==> src/rtl/mod12_pkg.sv <==
// Shared types and defaults for the mod-12 counter family.
// Holds:
//   MOD_N_DEF, W_DEF : default modulus and count width
//   state_t          : tracker FSM states
//   step_t           : classification of one count-to-count step
package mod12_pkg;

  localparam int MOD_N_DEF = 12;
  localparam int W_DEF     = 4;

  typedef enum logic [1:0] {
    IDLE,
    ACQ,
    LOCKED
  } state_t;

  typedef enum logic [2:0] {
    STEP_HOLD,
    STEP_UP,
    STEP_DOWN,
    STEP_JUMP,
    STEP_ILLEGAL
  } step_t;

endpackage

==> src/rtl/mod_n_step_classifier.sv <==
// Purely combinational step classifier for a mod-N counter stream.
// Compares a new sample against the previous legal sample and reports
// what kind of step it was, plus whether that step crossed the wrap point.
// Ports:
//   prev  in  W   previous legal sample
//   q_in  in  W   new sample
//   step  out     step class (HOLD/UP/DOWN/JUMP/ILLEGAL)
//   wrap  out 1   step is UP from MOD_N-1 to 0, or DOWN from 0 to MOD_N-1
module mod_n_step_classifier
  import mod12_pkg::*;
#(
  parameter int MOD_N = MOD_N_DEF,
  parameter int W     = W_DEF
) (
  input  logic [W-1:0] prev,
  input  logic [W-1:0] q_in,
  output step_t        step,
  output logic         wrap
);

  localparam logic [W-1:0] TOP = W'(MOD_N - 1);

  logic [W-1:0] up_val;
  logic [W-1:0] dn_val;
  logic         illegal;

  // One extra bit so MOD_N == 2^W still compares correctly.
  assign illegal = ({1'b0, q_in} >= (W+1)'(MOD_N));
  assign up_val  = (prev == TOP) ? '0 : prev + 1'b1;
  assign dn_val  = (prev == '0) ? TOP : prev - 1'b1;

  always_comb begin
    step = STEP_JUMP;
    wrap = 1'b0;
    if (illegal) begin
      step = STEP_ILLEGAL;
    end else if (q_in == prev) begin
      step = STEP_HOLD;
    end else if (q_in == up_val) begin
      step = STEP_UP;
      wrap = (prev == TOP);
    end else if (q_in == dn_val) begin
      step = STEP_DOWN;
      wrap = (prev == '0);
    end
  end

endmodule

==> src/rtl/mod_12_ud_tracker.sv <==
// Receive-side tracker for a mod-N up/down counter stream.
// Recovers the counting direction, declares lock after LOCK_N consistent
// steps, flags wraps and errors, and keeps a signed lap count.
// Ports:
//   clk         in  1  clock, rising edge
//   rst         in  1  synchronous active-high reset
//   q_in        in  W  sampled count value
//   q_valid     in  1  q_in carries a sample this cycle
//   dir         out 1  recovered direction (1 = up, 0 = down)
//   locked      out 1  tracker is in LOCKED
//   wrap_pulse  out 1  one-cycle pulse on a legal wrap step
//   err_pulse   out 1  one-cycle pulse on an illegal value or jump
//   lap_count   out 8  signed lap counter, wraps modulo 256
//   err_count   out 8  error counter, saturates at 255
module mod_12_ud_tracker
  import mod12_pkg::*;
#(
  parameter int MOD_N  = MOD_N_DEF,
  parameter int W      = W_DEF,
  parameter int LOCK_N = 3
) (
  input  logic         clk,
  input  logic         rst,
  input  logic [W-1:0] q_in,
  input  logic         q_valid,
  output logic         dir,
  output logic         locked,
  output logic         wrap_pulse,
  output logic         err_pulse,
  output logic [7:0]   lap_count,
  output logic [7:0]   err_count
);

  localparam logic [3:0] LOCK_RUN = 4'(LOCK_N);

  function automatic logic [3:0] sat_inc_run(input logic [3:0] v);
    return (v == 4'hF) ? 4'hF : v + 4'd1;
  endfunction

  function automatic logic [7:0] sat_inc_cnt(input logic [7:0] v);
    return (v == 8'hFF) ? 8'hFF : v + 8'd1;
  endfunction

  function automatic logic signed [7:0] lap_step(input logic signed [7:0] v,
                                                 input logic up);
    return up ? v + 8'sd1 : v - 8'sd1;
  endfunction

  // Registered state
  state_t              state_p1;
  logic [W-1:0]        prev_p1;
  logic [3:0]          run_p1;
  logic                dir_p1;
  logic                wrap_p1;
  logic                err_p1;
  logic signed [7:0]   lap_p1;
  logic [7:0]          errc_p1;

  // Next-state values
  state_t              state_nxt;
  logic [W-1:0]        prev_nxt;
  logic [3:0]          run_nxt;
  logic                dir_nxt;
  logic                wrap_nxt;
  logic                err_nxt;
  logic signed [7:0]   lap_nxt;
  logic [7:0]          errc_nxt;

  step_t               step;
  logic                step_wrap;
  logic                step_up;

  mod_n_step_classifier #(
    .MOD_N (MOD_N),
    .W     (W)
  ) u_classifier (
    .prev (prev_p1),
    .q_in (q_in),
    .step (step),
    .wrap (step_wrap)
  );

  assign step_up = (step == STEP_UP);

  // Stage p0 -> p1: FSM state register
  always_ff @(posedge clk) begin
    if (rst) begin
      state_p1 <= IDLE;
    end else begin
      state_p1 <= state_nxt;
    end
  end

  // Stage p0 -> p1: tracking and output registers
  always_ff @(posedge clk) begin
    if (rst) begin
      prev_p1 <= '0;
      run_p1  <= '0;
      dir_p1  <= 1'b1;
      wrap_p1 <= 1'b0;
      err_p1  <= 1'b0;
      lap_p1  <= '0;
      errc_p1 <= '0;
    end else begin
      prev_p1 <= prev_nxt;
      run_p1  <= run_nxt;
      dir_p1  <= dir_nxt;
      wrap_p1 <= wrap_nxt;
      err_p1  <= err_nxt;
      lap_p1  <= lap_nxt;
      errc_p1 <= errc_nxt;
    end
  end

  always_comb begin
    state_nxt = state_p1;
    prev_nxt  = prev_p1;
    run_nxt   = run_p1;
    dir_nxt   = dir_p1;
    wrap_nxt  = 1'b0;
    err_nxt   = 1'b0;
    lap_nxt   = lap_p1;
    errc_nxt  = errc_p1;
    if (q_valid) begin
      if (state_p1 == IDLE) begin
        // Only legality matters here; prev is not meaningful yet.
        if (step == STEP_ILLEGAL) begin
          err_nxt = 1'b1;
        end else begin
          prev_nxt  = q_in;
          run_nxt   = '0;
          state_nxt = ACQ;
        end
      end else begin
        case (step)
          STEP_UP, STEP_DOWN: begin
            prev_nxt = q_in;
            // run==0 means no direction established yet, so any step extends.
            if ((step_up == dir_p1) || (run_p1 == '0)) begin
              run_nxt = sat_inc_run(run_p1);
            end else begin
              run_nxt   = 4'd1;
              state_nxt = ACQ;
            end
            dir_nxt = step_up;
            if (run_nxt >= LOCK_RUN) begin
              state_nxt = LOCKED;
            end
            if (step_wrap) begin
              wrap_nxt = 1'b1;
              lap_nxt  = lap_step(lap_p1, step_up);
            end
          end
          STEP_JUMP: begin
            err_nxt   = 1'b1;
            prev_nxt  = q_in;
            run_nxt   = '0;
            state_nxt = ACQ;
          end
          STEP_ILLEGAL: begin
            err_nxt   = 1'b1;
            state_nxt = IDLE;
          end
          default: begin
          end
        endcase
      end
      if (err_nxt) begin
        errc_nxt = sat_inc_cnt(errc_p1);
      end
    end
  end

  // Output decode
  always_comb begin
    locked = (state_p1 == LOCKED);
  end

  assign dir        = dir_p1;
  assign wrap_pulse = wrap_p1;
  assign err_pulse  = err_p1;
  assign lap_count  = lap_p1;
  assign err_count  = errc_p1;

endmodule

==> config.mk <==
export PLATFORM = sky130hd
export DESIGN_NAME = mod_12_ud_tracker
export DESIGN_NICKNAME = d
export VERILOG_FILES = /design/src/rtl/mod12_pkg.sv /design/src/rtl/mod_n_step_classifier.sv /design/src/rtl/mod_12_ud_tracker.sv
export SDC_FILE = /design/constraint.sdc
export NUM_CORES = 1
export LEC_CHECK = 0
export BUFFER_PORTS_ARGS = -buffer_cell sky130_fd_sc_hd__buf_2
export CAP_MARGIN = 30
export CORE_UTILIZATION = 50
export DETAILED_ROUTE_END_ITERATION = 6
export GPL_ROUTABILITY_DRIVEN = 0
export GPL_TIMING_DRIVEN = 0
export PLACE_DENSITY_LB_ADDON = 0.2
export RECOVER_POWER = 25
export SLEW_MARGIN = 5
export SYNTH_ARGS = -nofsm -noshare
export SYNTH_HDL_FRONTEND = slang
export SYNTH_SLANG_ARGS = --single-unit
==> constraint.sdc <==
create_clock -name clk -period 5.17 [get_ports clk]
set_input_delay 0 -clock clk [delete_from_list [all_inputs] [get_ports clk]]
set_output_delay 0 -clock clk [all_outputs]
set_load 0.1 [all_outputs]
==> reports/metrics.cfg <==
[power_and_ir_drop]
p_int_mw=0.368
leakage_nw=0.940
power_frac_clock_pct=35.5
vdd.ir_drop.worst_mv=0.162
power_mw=0.530
p_seq_share_pct=44.3
combPwrFrac_pct=20.2
powerDensity_nw_per_um2=235
p_sw_share_pct=30.5
p_sw_mw=0.161

[setup_path]
r2r-start=prev_p1[0]$_SDFFE_PP0P_
r2r.worst_path.cells=14
required_ns=5.37
ff2ff_setup_slack_ns=1.35
worst_setup_path_end_kind=flip-flop
endpoint=lap_count[7]$_SDFFE_PP0P_
worstPathMaxFanout=8
r2r_end=lap_count[7]$_SDFFE_PP0P_
crit_type=reg2reg
cp_data_arrival_time_ns=4.02
crit_path_start_kind=flip-flop
crit_path_start=prev_p1[0]$_SDFFE_PP0P_

[synth]
synth_ff_type=dfxtp_1
ys_types=61
synth_area_leaders=dfxtp_1 (29%), ha_1 (6.9%), mux2i_1 (5.5%)
yosysWarnings=0
synth_top_cell_area_share_pct=29.0
yosys_register_bits=29
async_flop_share_pct=0
avgSynthCellArea_um2=8.39
netlist_area_um2=2000
syn_inst=239
yosysSeqAreaShare_pct=29.0
synth_edf_count=0
synth_area_leader_cell=dfxtp_1
synth_nets=258

[clock_network]
cts_buffer_depth=2
cts_resized=0
clkLatencyLatePin_ns=0.28
clkSlewWorstSetupHoldPaths_ns=0.06
cts_tree=built
post_cts_buffers=0
cts_buffers=5
clock_sinks=29
clock-root-buffer=clkbuf_8
cts-hold-fix-buffers=0
htreeDepth=2

[final_layout]
final.fill_count=370
final_common_cell=dfxtp_1
nets=288
areaGrowthSynthToFinish_pct=12.3
drive_above_1_share_pct=15.2
n_antenna_cell=0
layout_common_cells=dfxtp_1 (29), nor2_1 (25), a21oi_1 (18)

[detailed_routing]
dr_total_vias=1825
drt_wl_total_mm=4.16
wl_per_cell_um=13.1
ant_nets=0
drt_iter0_markers=91
viasPerCell=5.76
drc=0
first_pass_iters=5

[timing]
fin_ws_ns=1.35
setup_viol_count_final=0
slew_violations=0
slew_headroom_pct=21.9
min_period_ns=3.82
fmax_mhz=262
setup_tns_ns=0
rsz0062_at_grt=no
final_hold_viol_count=0
worst_hold_slack_ns=0.0125
tightest_slew_ns=1.18
finalCritPeriodShare_pct=73.8
fin_skew_ns=0.00368

[die]
fp.dieH_um=65.3
boundaryPins=27
die_x_um=65.3
rows=22
start_util_pct=53.5
fp.dieArea_um2=4270
core_um2=3740

[global_route]
grt_pass1_vias=1605
globalRouteTotalUtil_pct=22.3
grt_pass1_wl_mm=7.29
grt_start_max_net_pins=11
grt-ovfl-total=0
antenna_found_initial=0

[job]
max_cap_viol_count=0

[worst_hold_path]
whs_path_depth=3
hold_class=in2reg

[placement]
place_ws_ns=1.36
io_buffers=23
hpwl_mm=3.14

[status]
status=complete, no violations

## power groups by stage
stage | clock network (mW) | registers, mW | logic, mW
detailed placement | 0 | 0.240 | 0.107
global route | 0.207 | 0.235 | 0.118
finish | 0.188 | 0.235 | 0.107
floorplan | 0 | 0.258 | 0.0691
CTS | 0.195 | 0.235 | 0.108
global placement | 0 | 0.239 | 0.106
## how the worst min path moves through the flow
stage,start,to,slack (ns)
finish,q_in[1],prev_p1[1]$_SDFFE_PP0P_,0.01
global route,q_in[1],prev_p1[1]$_SDFFE_PP0P_,0.02
CTS,q_in[1],prev_p1[1]$_SDFFE_PP0P_,0.01
detailed placement,q_in[1],prev_p1[1]$_SDFFE_PP0P_,0.31
floorplan,q_in[1],prev_p1[1]$_SDFFE_PP0P_,0.14
global placement,q_in[1],prev_p1[1]$_SDFFE_PP0P_,0.29
## logic make-up after synthesis
kind of cell	count (synthesis)	share of synthesized area, %
AOI/OAI and AO/OA	61	21.9
muxes	11	5.49
buffers and inverters	23	5.12
and+or+nand+nor	88	24.1
adders and majority gates	12	7.87
xor gates and xnor gates	15	6.55
DFF	29	29.0
## layer usage
layer	up-vias	track usage [%]	part of all wire, %
li1	934	-	-
met1	849	28.3	50
met2	35	36.0	45
met3	7	5.73	3.7
met4	0	8.15	1.2
met5	-	0	0
## area by class of cell
class,instances,area [µm²],area share [%]
well taps,48,60.1,2.67
multi-input cells,187,1320,58.7
repair buffers,23,100,4.45
clock buffers,7,86.3,3.84
flip-flops and latches,29,581,25.8
inverters,15,56.3,2.50
plain buffers,8,46.3,2.06
## worst max-delay path, stage by stage (launching register included)
cell	delay (ns)
dfxtp_1	0.46
inv_1	0.14
ha_1	0.32
xnor2_1	0.25
nand3b_1	0.21
nor4_2	0.37
inv_1	0.28
ha_1	0.33
a21o_1	0.17
a21oi_1	0.23
o21ai_0	0.18
a31oi_1	0.23
xnor2_1	0.09
or3_1	0.32
a21oi_1	0.15
## per-stage QoR
| step | area [µm²] | std cells | utilization [%] |
|---|---|---|---|
| finish | 2250 | 317 | 60.1 |
| global route | 2250 | 317 | 60.1 |
| CTS | 2270 | 317 | 60.5 |
| detailed placement | 2180 | 310 | 58.2 |
| global placement | 2180 | 310 | 58.2 |
| floorplan | 2000 | 239 | - |
## sequential cells by signal, summed over array words and instances, names as in the netlist
| register | flops |
|---|---|
| lap_count | 8 |
| err_pulse | 1 |
| prev_p1 | 4 |
| wrap_pulse | 1 |
| err_count | 8 |
| run_p1 | 4 |
| dir | 1 |
| state_p1 | 2 |
## cell usage after synthesis, types with 2 or more instances
cell	count
nand2_1	12
nor2b_1	3
and3_1	3
nor3_1	7
nor2_2	2
ha_1	11
o311ai_1	2
dfxtp_1	29
o21ai_1	2
nand3b_1	4
nor4_1	3
o21bai_1	2
o21ai_0	5
nor2_1	25
a31oi_1	4
or3_1	2
nand2b_1	2
nor4_2	2
or2_2	2
a21o_1	4
clkbuf_1	4
mux2i_1	11
xor2_1	7
nand3_1	10
a41oi_1	2
inv_1	15
a21oi_1	18
a21oi_2	2
xnor2_1	8
o31ai_1	2
a211oi_1	4
Note: power is estimated with default switching activity, not from simulation.
